==> src/rtl/stopwatch_core.sv <==
// stopwatch_core: debounced start/stop/lap stopwatch keeping an H:M:S count advanced by a seconds strobe
module stopwatch_core #(
    parameter int DEBOUNCE_MS = 20,
    parameter int HOURS_WRAP  = 24
) (
    input  logic       i_clk,
    input  logic       i_rst,
    input  logic       i_tick_1khz,
    input  logic       i_tick_1hz,
    input  logic       i_start_stop,
    input  logic       i_lap,
    output logic [5:0] o_seconds,
    output logic [5:0] o_minutes,
    output logic [4:0] o_hours,
    output logic       o_running,
    output logic       o_lap_active
);
    localparam int CW = $clog2(DEBOUNCE_MS);
    typedef enum logic [1:0] {IDLE, RUNNING, LAP_HOLD, PAUSED} state_t;
    state_t r_state, w_next;
    logic [1:0] w_btn, w_press;
    logic w_ss, w_lp, w_clear, w_en;
    logic [5:0] r_sec, r_min, r_disp_sec, r_disp_min;
    logic [4:0] r_hr, r_disp_hr;
    assign w_btn = {i_lap, i_start_stop};
    assign w_ss  = w_press[0];
    assign w_lp  = w_press[1];
    genvar b;
    generate
        for (b = 0; b < 2; b++) begin : g_db
            logic r_s1, r_s2, r_stable, r_press;
            logic [CW-1:0] r_cnt;
            logic w_flip;
            // the DEBOUNCE_MS-th consecutive differing sample commits the new level
            assign w_flip = i_tick_1khz && (r_s2 != r_stable) && (r_cnt == CW'(DEBOUNCE_MS - 1));
            assign w_press[b] = r_press;
            always_ff @(posedge i_clk or posedge i_rst) begin
                if (i_rst) begin
                    r_s1     <= 1'b0;
                    r_s2     <= 1'b0;
                    r_stable <= 1'b0;
                    r_press  <= 1'b0;
                    r_cnt    <= '0;
                end else begin
                    r_s1    <= w_btn[b];
                    r_s2    <= r_s1;
                    r_press <= w_flip && r_s2;
                    if (i_tick_1khz) begin
                        r_cnt <= (r_s2 == r_stable || w_flip) ? '0 : r_cnt + 1'b1;
                        if (w_flip) r_stable <= r_s2;
                    end
                end
            end
        end
    endgenerate
    always_ff @(posedge i_clk or posedge i_rst) begin
        if (i_rst) r_state <= IDLE;
        else       r_state <= w_next;
    end
    // StartStop takes priority over a coincident Lap press in every state
    always_comb begin
        w_next  = r_state;
        w_clear = 1'b0;
        case (r_state)
            IDLE:     w_next = w_ss ? RUNNING : IDLE;
            RUNNING:  w_next = w_ss ? PAUSED : (w_lp ? LAP_HOLD : RUNNING);
            LAP_HOLD: w_next = w_ss ? PAUSED : (w_lp ? RUNNING : LAP_HOLD);
            PAUSED: begin
                w_next  = w_ss ? RUNNING : (w_lp ? IDLE : PAUSED);
                w_clear = !w_ss && w_lp;
            end
            default:  w_next = IDLE;
        endcase
    end
    assign w_en = (r_state == RUNNING) || (r_state == LAP_HOLD);
    always_ff @(posedge i_clk or posedge i_rst) begin
        if (i_rst) begin
            r_sec <= '0;
            r_min <= '0;
            r_hr  <= '0;
        end else if (w_clear) begin
            r_sec <= '0;
            r_min <= '0;
            r_hr  <= '0;
        end else if (w_en && i_tick_1hz) begin
            r_sec <= (r_sec == 6'd59) ? '0 : r_sec + 1'b1;
            if (r_sec == 6'd59) begin
                r_min <= (r_min == 6'd59) ? '0 : r_min + 1'b1;
                if (r_min == 6'd59) r_hr <= (r_hr == 5'(HOURS_WRAP - 1)) ? '0 : r_hr + 1'b1;
            end
        end
    end
    // display freezes while in LAP_HOLD, holding the value captured on the lap press edge
    always_ff @(posedge i_clk or posedge i_rst) begin
        if (i_rst) begin
            r_disp_sec <= '0;
            r_disp_min <= '0;
            r_disp_hr  <= '0;
        end else if (r_state != LAP_HOLD) begin
            r_disp_sec <= r_sec;
            r_disp_min <= r_min;
            r_disp_hr  <= r_hr;
        end
    end
    assign o_seconds    = r_disp_sec;
    assign o_minutes    = r_disp_min;
    assign o_hours      = r_disp_hr;
    assign o_running    = w_en;
    assign o_lap_active = (r_state == LAP_HOLD);
endmodule
==> config.mk <==
export PLATFORM = sky130hd
export DESIGN_NAME = stopwatch_core
export DESIGN_NICKNAME = d
export VERILOG_FILES = /design/src/rtl/stopwatch_core.sv
export SDC_FILE = /design/constraint.sdc
export NUM_CORES = 1
export LEC_CHECK = 0
export CORE_UTILIZATION = 45
export DETAILED_ROUTE_END_ITERATION = 7
export PLACE_DENSITY = 0.67
export SETUP_SLACK_MARGIN = 0.05
export SYNTH_ARGS = -nofsm -noshare
export SYNTH_HDL_FRONTEND = slang
export SYNTH_SLANG_ARGS = --single-unit
==> constraint.sdc <==
create_clock -name i_clk -period 2.6 [get_ports i_clk]
set_input_delay 0.26 -clock i_clk [delete_from_list [all_inputs] [get_ports i_clk]]
set_output_delay 0.26 -clock i_clk [all_outputs]
set_load 0.02 [all_outputs]
==> run summary <==
status: complete, no violations
row count: 26
Crit. End Element: register
FF/Latch Area: 1351 sq um
maximum clock insertion buffer count: 2
Layout area overhead: 15.91%
Pins Over Slew Limit: 0
Clock Skew: 6.182 ps
WP data arrival: 2390 ps
most common cell after layout, fill and taps aside: dfrtp_1
final hold vios: 0
cell leakage power: 1.342 nW
WHS: 161.1 ps
PostCTS Resize Cnt: 0
Initial Util: 0.4804
largest net degree at the start of global routing: 30
startpoint types: register
Max Freq: 464.4 MHz
syn nets: 243
min Tclk post-route: 2153 ps
Synth Area in Simple Gates: 0.1735
1st-iter DRT viols: 92
vias in the first global route: 1680
Post-Route WL: 4163 um
sequential share of the synthesized area: 0.5370
main combinational cell family by area after synthesis: simple AND/OR/NAND/NOR gates
power per cell area: 488.4 nW/um^2
global placement routability congestion: 0.8084
post-CTS setup buffers: 0
post-synthesis cell type count: 46
FF-to-FF path depth: 6
worst reg-to-reg setup slack: 450 ps
fin crit share: 0.8282
worst skew pair latency: 310 ps
Warnings, synthesis: 0
Num CTS Buffers: 5
most frequent cells in the layout: dfrtp_1, clkdlybuf4s50_1, nand2_1, mux2_2
clk slew on worst S/H paths: 90 ps
CTS tree: built
drt via density: 5.313
FFs w/ async S/R, synth: 1.000
Synth Area in XOR/XNOR: 0.006962
WS Path Type: reg -> reg
slack of the critical path: 446.6 ps
combined area of the multi-input logic cells: 1079 sq um
Total GRT Usage: 0.1622
Die H: 76.78 um
biggest area consumer among synthesized cells: dfrtp_1
DRC violations left: 0
first-pass GRT wire length: 7590 um
global route total overflow: 0
worst-margin pin slew: 601.2 ps
Port-buffer cells: 24
filler instances: 464
fraction of layout cells with a size suffix above 1: 0.1367
die width: 76.78 um
total die area: 5894 sq um
number of synthesized flops with an enable pin: 0
worst hold path type: in -> async
IO Pins: 25
Worst R2R Start: r_state[0]
r2r endpoint: r_hr[3]
WP data required: 2840 ps
post-route ant nets: 0
CTS Sinks: 54
Synth area leaders: dfrtp_1, mux2_2, ha_1
Post-CTS Hold Buffers: 0
RSZ-0062 raised after global routing: no
Placement Setup Slack: 434.1 ps
Synth Area in Adders: 0.04475
root buf cell: clkbuf_8
antenna violations before repair: 0
Avg Cell Area, Syn: 11.04 sq um
core area: 5238 sq um
mux contribution to synthesized area: 0.08901
drt first pass iters: 4
DR WL/cell: 12.77 um
NumNets Final: 270
Yosys reg bits: 54
Ant. Diodes: 0
TNS Setup: 0 ps
maximum vdd drop: 0.2061 mV
Cells after Synth: 228
vias: 1732
synthesized cell area: 2516 sq um
total of max-cap violations: 0
post-synth top area share: 0.5370
DP Wirelength: 2924 um
CTS HTree Levels: 2
final setup fails: 0
compound-cell area share of the yosys netlist: 0.1144
worst slew margin relative to its limit: 0.5992
crit path max fanout: 11
top_reg_cell synth: dfrtp_1
-- worst max-delay path, cell delays in order, from the launching register on --
cell and delay (ps):
dfrtp_1 380, inv_1 70, ha_1 340, and4_1 390
nand4_4 210, or4b_1 530, a21oi_1 150
-- layer usage --
layer  GRT usage  part of all wire
met5           0                 0
met2      0.2420              0.45
met3     0.02976             0.041
met1      0.2254              0.50
met4     0.08269            0.0086
-- cells by family after synthesis --
group | count (synthesis)
multiplexers | 20
buffers and inverters | 17
XOR/XNOR | 2
AND/OR/NAND/NOR | 79
adder cells (fa/ha/maj) | 9
AO/OA/AOI/OAI | 47
flip-flops | 54
-- worst max path at each step --
stage               start  slack, ps      end
3_5_place_dp   i_tick_1hz        430  r_hr[3]
3_3_place_gp   i_tick_1hz        530  r_hr[3]
2_1_floorplan  r_state[0]        520  r_hr[4]
6_report       r_state[0]        450  r_hr[3]
5_1_grt        r_state[0]        280  r_hr[3]
4_1_cts        r_state[0]        420  r_hr[3]
-- state kept, by name (all words and copies together) (netlist names) --
register       flops
g_db.r_cnt        10
o_minutes          6
o_seconds          6
r_min              6
r_sec              6
o_hours            5
r_hr               5
g_db.r_press       2
g_db.r_s1          2
g_db.r_s2          2
g_db.r_stable      2
r_state            2
-- cell usage after synthesis, drive strengths merged (2+ instances only) --
cell and n:
a21oi 14, a31oi 4, and2 3, and3 3, and3b 3, and4b 2
buf 3, clkbuf 5, dfrtp 54, ha 9, inv 9, mux2 19
nand2 23, nand3 10, nand3b 2, nand4 4, nor2 12, nor2b 4
nor3 3, o21ai 15, o22a 2, or3 5
-- final cells by class --
class	instances	share of cell area
clock buffer	7	0.02960
clock inverter	1	0.003003
inverter	9	0.01158
multi-input combinational	157	0.3698
sequential	54	0.4633
tap	70	0.03003
timing repair buffer	28	0.09266
-- through the flow --
stage	cells	util	area (sq um)	power [mW]
finish	326	0.5569	2917	1.425
global route	326	0.5569	2917	1.496
CTS	326	0.5569	2917	1.457
detailed placement	318	0.5387	2821	0.9591
global placement	318	0.5387	2821	0.9566
floorplan	228	-	2516	0.9331
-- power breakdown --
| group | switching [mW] | leakage [nW] | total (mW) | internal, mW |
|---|---|---|---|---|
| combinational | 0.0381 | 0.552 | 0.0674 | 0.0293 |
| clock | 0.264 | 0.0489 | 0.484 | 0.220 |
| sequential | 0.0161 | 0.741 | 0.873 | 0.857 |
| total | 0.318 | 1.34 | 1.42 | 1.11 |
Power figures use the tool's default switching activity.
